[config.mk]
export PLATFORM = sky130hd
export DESIGN_NAME = branch_compare_seq
export DESIGN_NICKNAME = d
export VERILOG_FILES = /design/src/rtl/branch_cmp_pkg.sv /design/src/rtl/branch_compare_seq_chunk_cmp.sv /design/src/rtl/branch_compare_seq.sv
export SDC_FILE = /design/constraint.sdc
export NUM_CORES = 1
export LEC_CHECK = 0
export CAP_MARGIN = 20
export CORE_UTILIZATION = 45
export CTS_CLUSTER_DIAMETER = 200
export CTS_CLUSTER_SIZE = 10
export DETAILED_ROUTE_END_ITERATION = 8
export PLACE_DENSITY = 0.82
export SLEW_MARGIN = 30
export SYNTH_ARGS = -nofsm -noshare
export SYNTH_HDL_FRONTEND = slang
export SYNTH_HIERARCHICAL = 1
export SYNTH_SLANG_ARGS = --single-unit
[constraint.sdc]
create_clock -name clk -period 3.38 [get_ports clk]
set_clock_uncertainty 0.05 [all_clocks]
set_input_delay 0.845 -clock clk [delete_from_list [all_inputs] [get_ports clk]]
set_output_delay 0.845 -clock clk [all_outputs]
set_load 0.05 [all_outputs]
[src/rtl/branch_cmp_pkg.sv]
// Shared definitions for the iterative branch comparator: funct3 encodings,
// FSM state type, result record and the funct3 decode helpers.
package branch_cmp_pkg;

  localparam logic [2:0] F3_BEQ  = 3'b000;
  localparam logic [2:0] F3_BNE  = 3'b001;
  localparam logic [2:0] F3_BLT  = 3'b100;
  localparam logic [2:0] F3_BGE  = 3'b101;
  localparam logic [2:0] F3_BLTU = 3'b110;
  localparam logic [2:0] F3_BGEU = 3'b111;

  typedef enum logic [1:0] {
    IDLE = 2'd0,
    SCAN = 2'd1,
    DONE = 2'd2
  } cmp_state_t;

  typedef struct packed {
    logic lt;
    logic eq;
    logic gt;
    logic taken;
  } cmp_result_t;

  function automatic logic is_signed_f3(input logic [2:0] f3);
    return (f3 == F3_BLT) || (f3 == F3_BGE);
  endfunction

  // Non-branch encodings (010/011) still report lt/eq/gt but never take.
  function automatic logic branch_taken(input logic [2:0] f3,
                                        input logic       lt,
                                        input logic       eq);
    logic t;
    case (f3)
      F3_BEQ:  t = eq;
      F3_BNE:  t = !eq;
      F3_BLT:  t = lt;
      F3_BGE:  t = !lt;
      F3_BLTU: t = lt;
      F3_BGEU: t = !lt;
      default: t = 1'b0;
    endcase
    return t;
  endfunction

endpackage

[src/rtl/branch_compare_seq_chunk_cmp.sv]
// Combinational compare of one CHUNK-bit slice; signed_en selects a
// two's-complement compare (used only for the most significant slice).
module chunk_cmp #(
  parameter int CHUNK = 8
) (
  input  logic [CHUNK-1:0] x,
  input  logic [CHUNK-1:0] y,
  input  logic             signed_en,
  output logic             c_lt,
  output logic             c_eq
);

  always_comb begin
    c_eq = (x == y);
    if (signed_en) begin
      c_lt = $signed(x) < $signed(y);
    end else begin
      c_lt = x < y;
    end
  end

endmodule

[src/rtl/branch_compare_seq.sv]
// Iterative MSB-first magnitude/equality comparator for the branch path.
// Scans one CHUNK per cycle and stops at the first differing chunk.
module branch_compare_seq
  import branch_cmp_pkg::*;
#(
  parameter int WIDTH = 32,
  parameter int CHUNK = 8
) (
  input  logic             clk,
  input  logic             reset,
  input  logic             start_valid,
  output logic             start_ready,
  input  logic [WIDTH-1:0] a,
  input  logic [WIDTH-1:0] b,
  input  logic [2:0]       funct3,
  output logic             result_valid,
  input  logic             result_ready,
  output logic             lt,
  output logic             eq,
  output logic             gt,
  output logic             taken,
  output logic             busy,
  output cmp_state_t       dbg_state
);

  localparam int NCHUNK = WIDTH / CHUNK;
  localparam int IDXW   = (NCHUNK > 1) ? $clog2(NCHUNK) : 1;
  localparam logic [IDXW-1:0] TOP_IDX = IDXW'(NCHUNK - 1);

  if ((CHUNK < 1) || (WIDTH % CHUNK != 0)) begin : g_bad_chunk
    $error("branch_compare_seq: WIDTH must be a positive multiple of CHUNK");
  end

  // Handshakes: a transfer happens on a rising edge where valid && ready.
  // start side is ready only in IDLE; result stays valid in DONE until taken.
  cmp_state_t       state_q;
  logic [IDXW-1:0]  idx_q;
  logic [WIDTH-1:0] a_q;
  logic [WIDTH-1:0] b_q;
  logic [2:0]       f3_q;
  cmp_result_t      res_q;

  logic [WIDTH-1:0] a_sh;
  logic [WIDTH-1:0] b_sh;
  logic [CHUNK-1:0] x_chunk;
  logic [CHUNK-1:0] y_chunk;
  logic             signed_en;
  logic             c_lt;
  logic             c_eq;

  // One comparator, fed by shifting the selected chunk down to bit 0.
  always_comb begin
    a_sh      = a_q >> (idx_q * CHUNK);
    b_sh      = b_q >> (idx_q * CHUNK);
    x_chunk   = a_sh[CHUNK-1:0];
    y_chunk   = b_sh[CHUNK-1:0];
    signed_en = is_signed_f3(f3_q) && (idx_q == TOP_IDX);
  end

  chunk_cmp #(
    .CHUNK(CHUNK)
  ) u_chunk_cmp (
    .x        (x_chunk),
    .y        (y_chunk),
    .signed_en(signed_en),
    .c_lt     (c_lt),
    .c_eq     (c_eq)
  );

  always_ff @(posedge clk) begin
    if (reset) begin
      state_q <= IDLE;
      idx_q   <= TOP_IDX;
      res_q   <= '0;
      a_q     <= '0;
      b_q     <= '0;
      f3_q    <= '0;
    end else begin
      case (state_q)
        IDLE: begin
          if (start_valid) begin
            a_q     <= a;
            b_q     <= b;
            f3_q    <= funct3;
            res_q   <= '0;
            idx_q   <= TOP_IDX;
            state_q <= SCAN;
          end
        end
        SCAN: begin
          if (!c_eq) begin
            res_q.lt    <= c_lt;
            res_q.eq    <= 1'b0;
            res_q.gt    <= !c_lt;
            res_q.taken <= branch_taken(f3_q, c_lt, 1'b0);
            state_q     <= DONE;
          end else if (idx_q == '0) begin
            res_q.lt    <= 1'b0;
            res_q.eq    <= 1'b1;
            res_q.gt    <= 1'b0;
            res_q.taken <= branch_taken(f3_q, 1'b0, 1'b1);
            state_q     <= DONE;
          end else begin
            idx_q <= idx_q - 1'b1;
          end
        end
        DONE: begin
          if (result_ready) begin
            state_q <= IDLE;
          end
        end
        default: state_q <= IDLE;
      endcase
    end
  end

  always_comb begin
    start_ready  = (state_q == IDLE) && !reset;
    result_valid = (state_q == DONE);
    busy         = (state_q != IDLE);
    lt           = res_q.lt;
    eq           = res_q.eq;
    gt           = res_q.gt;
    taken        = res_q.taken;
    dbg_state    = state_q;
  end

endmodule
==> out/qor.yml <==
clock_network:
  cts-buffers-inserted: 9
  cts_tree: "done"
  path_clk_slew_ps: 80
  cts.sinks: 75
  htreeDepth: 3
  cts_resized: 0
  holdBufCountCts: 0
  post_cts_buffers: 0
  clk_latency_ps: 350
  root_buffer: "clkbuf_8"
  cts_buffer_depth: 2
run:
  drv_cap: 0
yosys:
  netlist.area_leader.share: 0.445
  syn-mean-instance-area_um2: 8.48
  synth_seq_cells: 75
  yosysTopAreaCell: "dfxtp_1"
  yosys_warnings: 6
  yosysUniqueCellTypes: 35
  netlist_area_mm2: 0.00338
  yosysMostFrequentCell: "nand2_1"
  synthTopCellsByCount: "nand2_1, a21oi_1, dfxtp_1"
  synth_flop_cell: "dfxtp_1"
  seq_area_frac_synth: 0.445
  synth-async-reset-ratio: 0
  synth-edff-count: 0
  syn_nets: 479
  synth_area_leaders: "dfxtp_1, nand2_1, a21oi_1"
  netlist_instances: 398
grt:
  grt-ovfl-total: 0
  grt_max_degree: 76
  grt_pass1_wl_um: 12700
  grt_pass1_vias: 2870
  grt_usage: 0.218
  antenna_found_initial: 0
finish:
  syn_to_final_growth_pct: 31.6
  fin_util: 0.613
  drive_gt1_frac: 0.0998
  num_antenna_cells: 0
  nNetsFinal: 547
  fin_area_mm2: 0.00445
  fin_cells: 570
sta:
  post-route-period-util: 0.846
  grt_setup_unrepaired: "no"
  slew_headroom: 0.511
  final.setup.tns_ps: 0
  tightestPinTransition_ps: 734
  timing.fmax_mhz: 350
  setup_viol: 0
  min_period_ps: 2860
  finalMaxSlewViolations: 0
  hold_viol_final: 0
detailed_routing:
  vias: 2927
  route.antenna.remaining_nets: 0
  drt_iter0_drc: 143
  route.detailed.drc: 0
  via_per_inst: 5.14
  first_pass_iters: 4
  wl_per_cell_um: 13.8
  routed_wirelength_um: 7840
pwr:
  p_leak_nw: 1.72
  peakVddDrop_mv: 0.207
  power.density_mw_per_mm2: 504
worst_setup_path:
  critPathKind: "reg -> reg"
  cp_slowest_stage_delay_ps: 520
  cp_max_fo: 21
  end_kind: "register"
  worstPathCellList: "buf_12 -> mux4_2 -> ha_1 -> nor2b_1 -> a211oi_2 -> o21ai_1 -> a21oi_1 -> xor2_1 -> a21o_1 -> a211oi_1 -> nor3_1"
  cp.required_ps: 3540
  critPathArrivalTime_ps: 3020
  startpoint_type: "register"
  slowest_stage: "mux4_2"
  cp.buffers_inverters: 1
  cp_top_family: "compound AO/OA/AOI/OAI gates"
place:
  dp_hpwl_um: 5820
  place_area_mm2: 0.00422
  numPortBuffers: 79
  place_inst: 554
  routabilityCongestion: 0.928
floorplanning:
  start_util: 0.466
  dieArea_mm2: 0.00786
  rows: 31
  die_w_um: 88.6
  die_h_um: 88.6
  core-area_mm2: 0.00725
  io_pins: 80
outcome:
  status: "complete, no violations"
worst_hold_path:
  hp-class: "reg -> reg"
-- path summary, 6_finish.rpt --
check,start,to,slack [ps],cells past startpoint
min,a_q[18]$_SDFFE_PP0P_,a_q[18]$_SDFFE_PP0P_,410,2
max reg2reg,idx_q[0]$_SDFFE_PP1P_,taken$_SDFFE_PP0P_,520,11
max,idx_q[0]$_SDFFE_PP1P_,taken$_SDFFE_PP0P_,520,11
min reg2reg,a_q[18]$_SDFFE_PP0P_,a_q[18]$_SDFFE_PP0P_,410,2
-- cell usage in the layout, fill, tap and decap left out, drive strengths merged, types with 2 or more instances in the layout --
cell type / count
a211oi: 2
inv: 13
mux4: 16
nand2b: 2
dfxtp: 75
nor2b: 6
nand3b: 3
nand4: 2
buf: 8
ha: 10
bufinv: 2
clkbuf: 12
clkdlybuf4s50: 77
nand2: 139
nor3b: 3
a21oi: 77
o21ai: 2
nor2: 7
-- stage by stage --
| step | hold slack (ps) | total power (W) | setup slack, ps |
|---|---|---|---|
| floorplan | 383 | 0.00131 | 585 |
| global placement | 395 | 0.00147 | 690 |
| detailed placement | 393 | 0.00148 | 555 |
| CTS | 405 | 0.00225 | 541 |
| global route | 430 | 0.00234 | 348 |
| finish | 406 | 0.00224 | 519 |
-- sequential cells by signal, indices dropped and copies added (netlist names) --
| signal | count |
|---|---|
| eq | 1 |
| b_q | 32 |
| taken | 1 |
| f3_q | 3 |
| dbg_state | 2 |
| idx_q | 2 |
| lt | 1 |
| a_q | 32 |
| gt | 1 |
-- metal layers --
layer	part of all wire	track usage
met3	0.048	0.0513
met5	0	0
met2	0.51	0.369
met1	0.42	0.257
met4	0.021	0.119
-- final cells by class --
cell class	count	area, um2
Clock buffer	12	155
Timing Repair Buffer	85	866
Inverter	13	48.8
Sequential cell	75	1500
Fill cell	628	2810
Tap cell	99	124
Clock inverter	4	72.6
Multi-Input combinational cell	282	1680
-- where the power goes --
part,internal (W),switching [W],leakage (nW)
Sequential,0.000953,0.0000484,0.616
Clock,0.000455,0.000318,0.113
Combinational,0.000222,0.000242,0.989
Total,0.00163,0.000609,1.72
-- tightest hold or removal path, delay by kind of cell (launching register included) --
family             cells  cell delay [ps]
DFF                    1              310
AOI/OAI and AO/OA      1               50
and+or+nand+nor        1               50
-- logic make-up (layout without fill, tap and decap cells) --
family	Yosys count	in the layout	share of synthesized area
simple gates	168	168	0.209
compound gates	86	86	0.137
flops	75	75	0.445
buf+inv	41	114	0.0597
mux	17	17	0.110
fa+ha+maj	10	10	0.0371
xor+xnor	1	1	0.00259
Power figures use the tool's default switching activity.
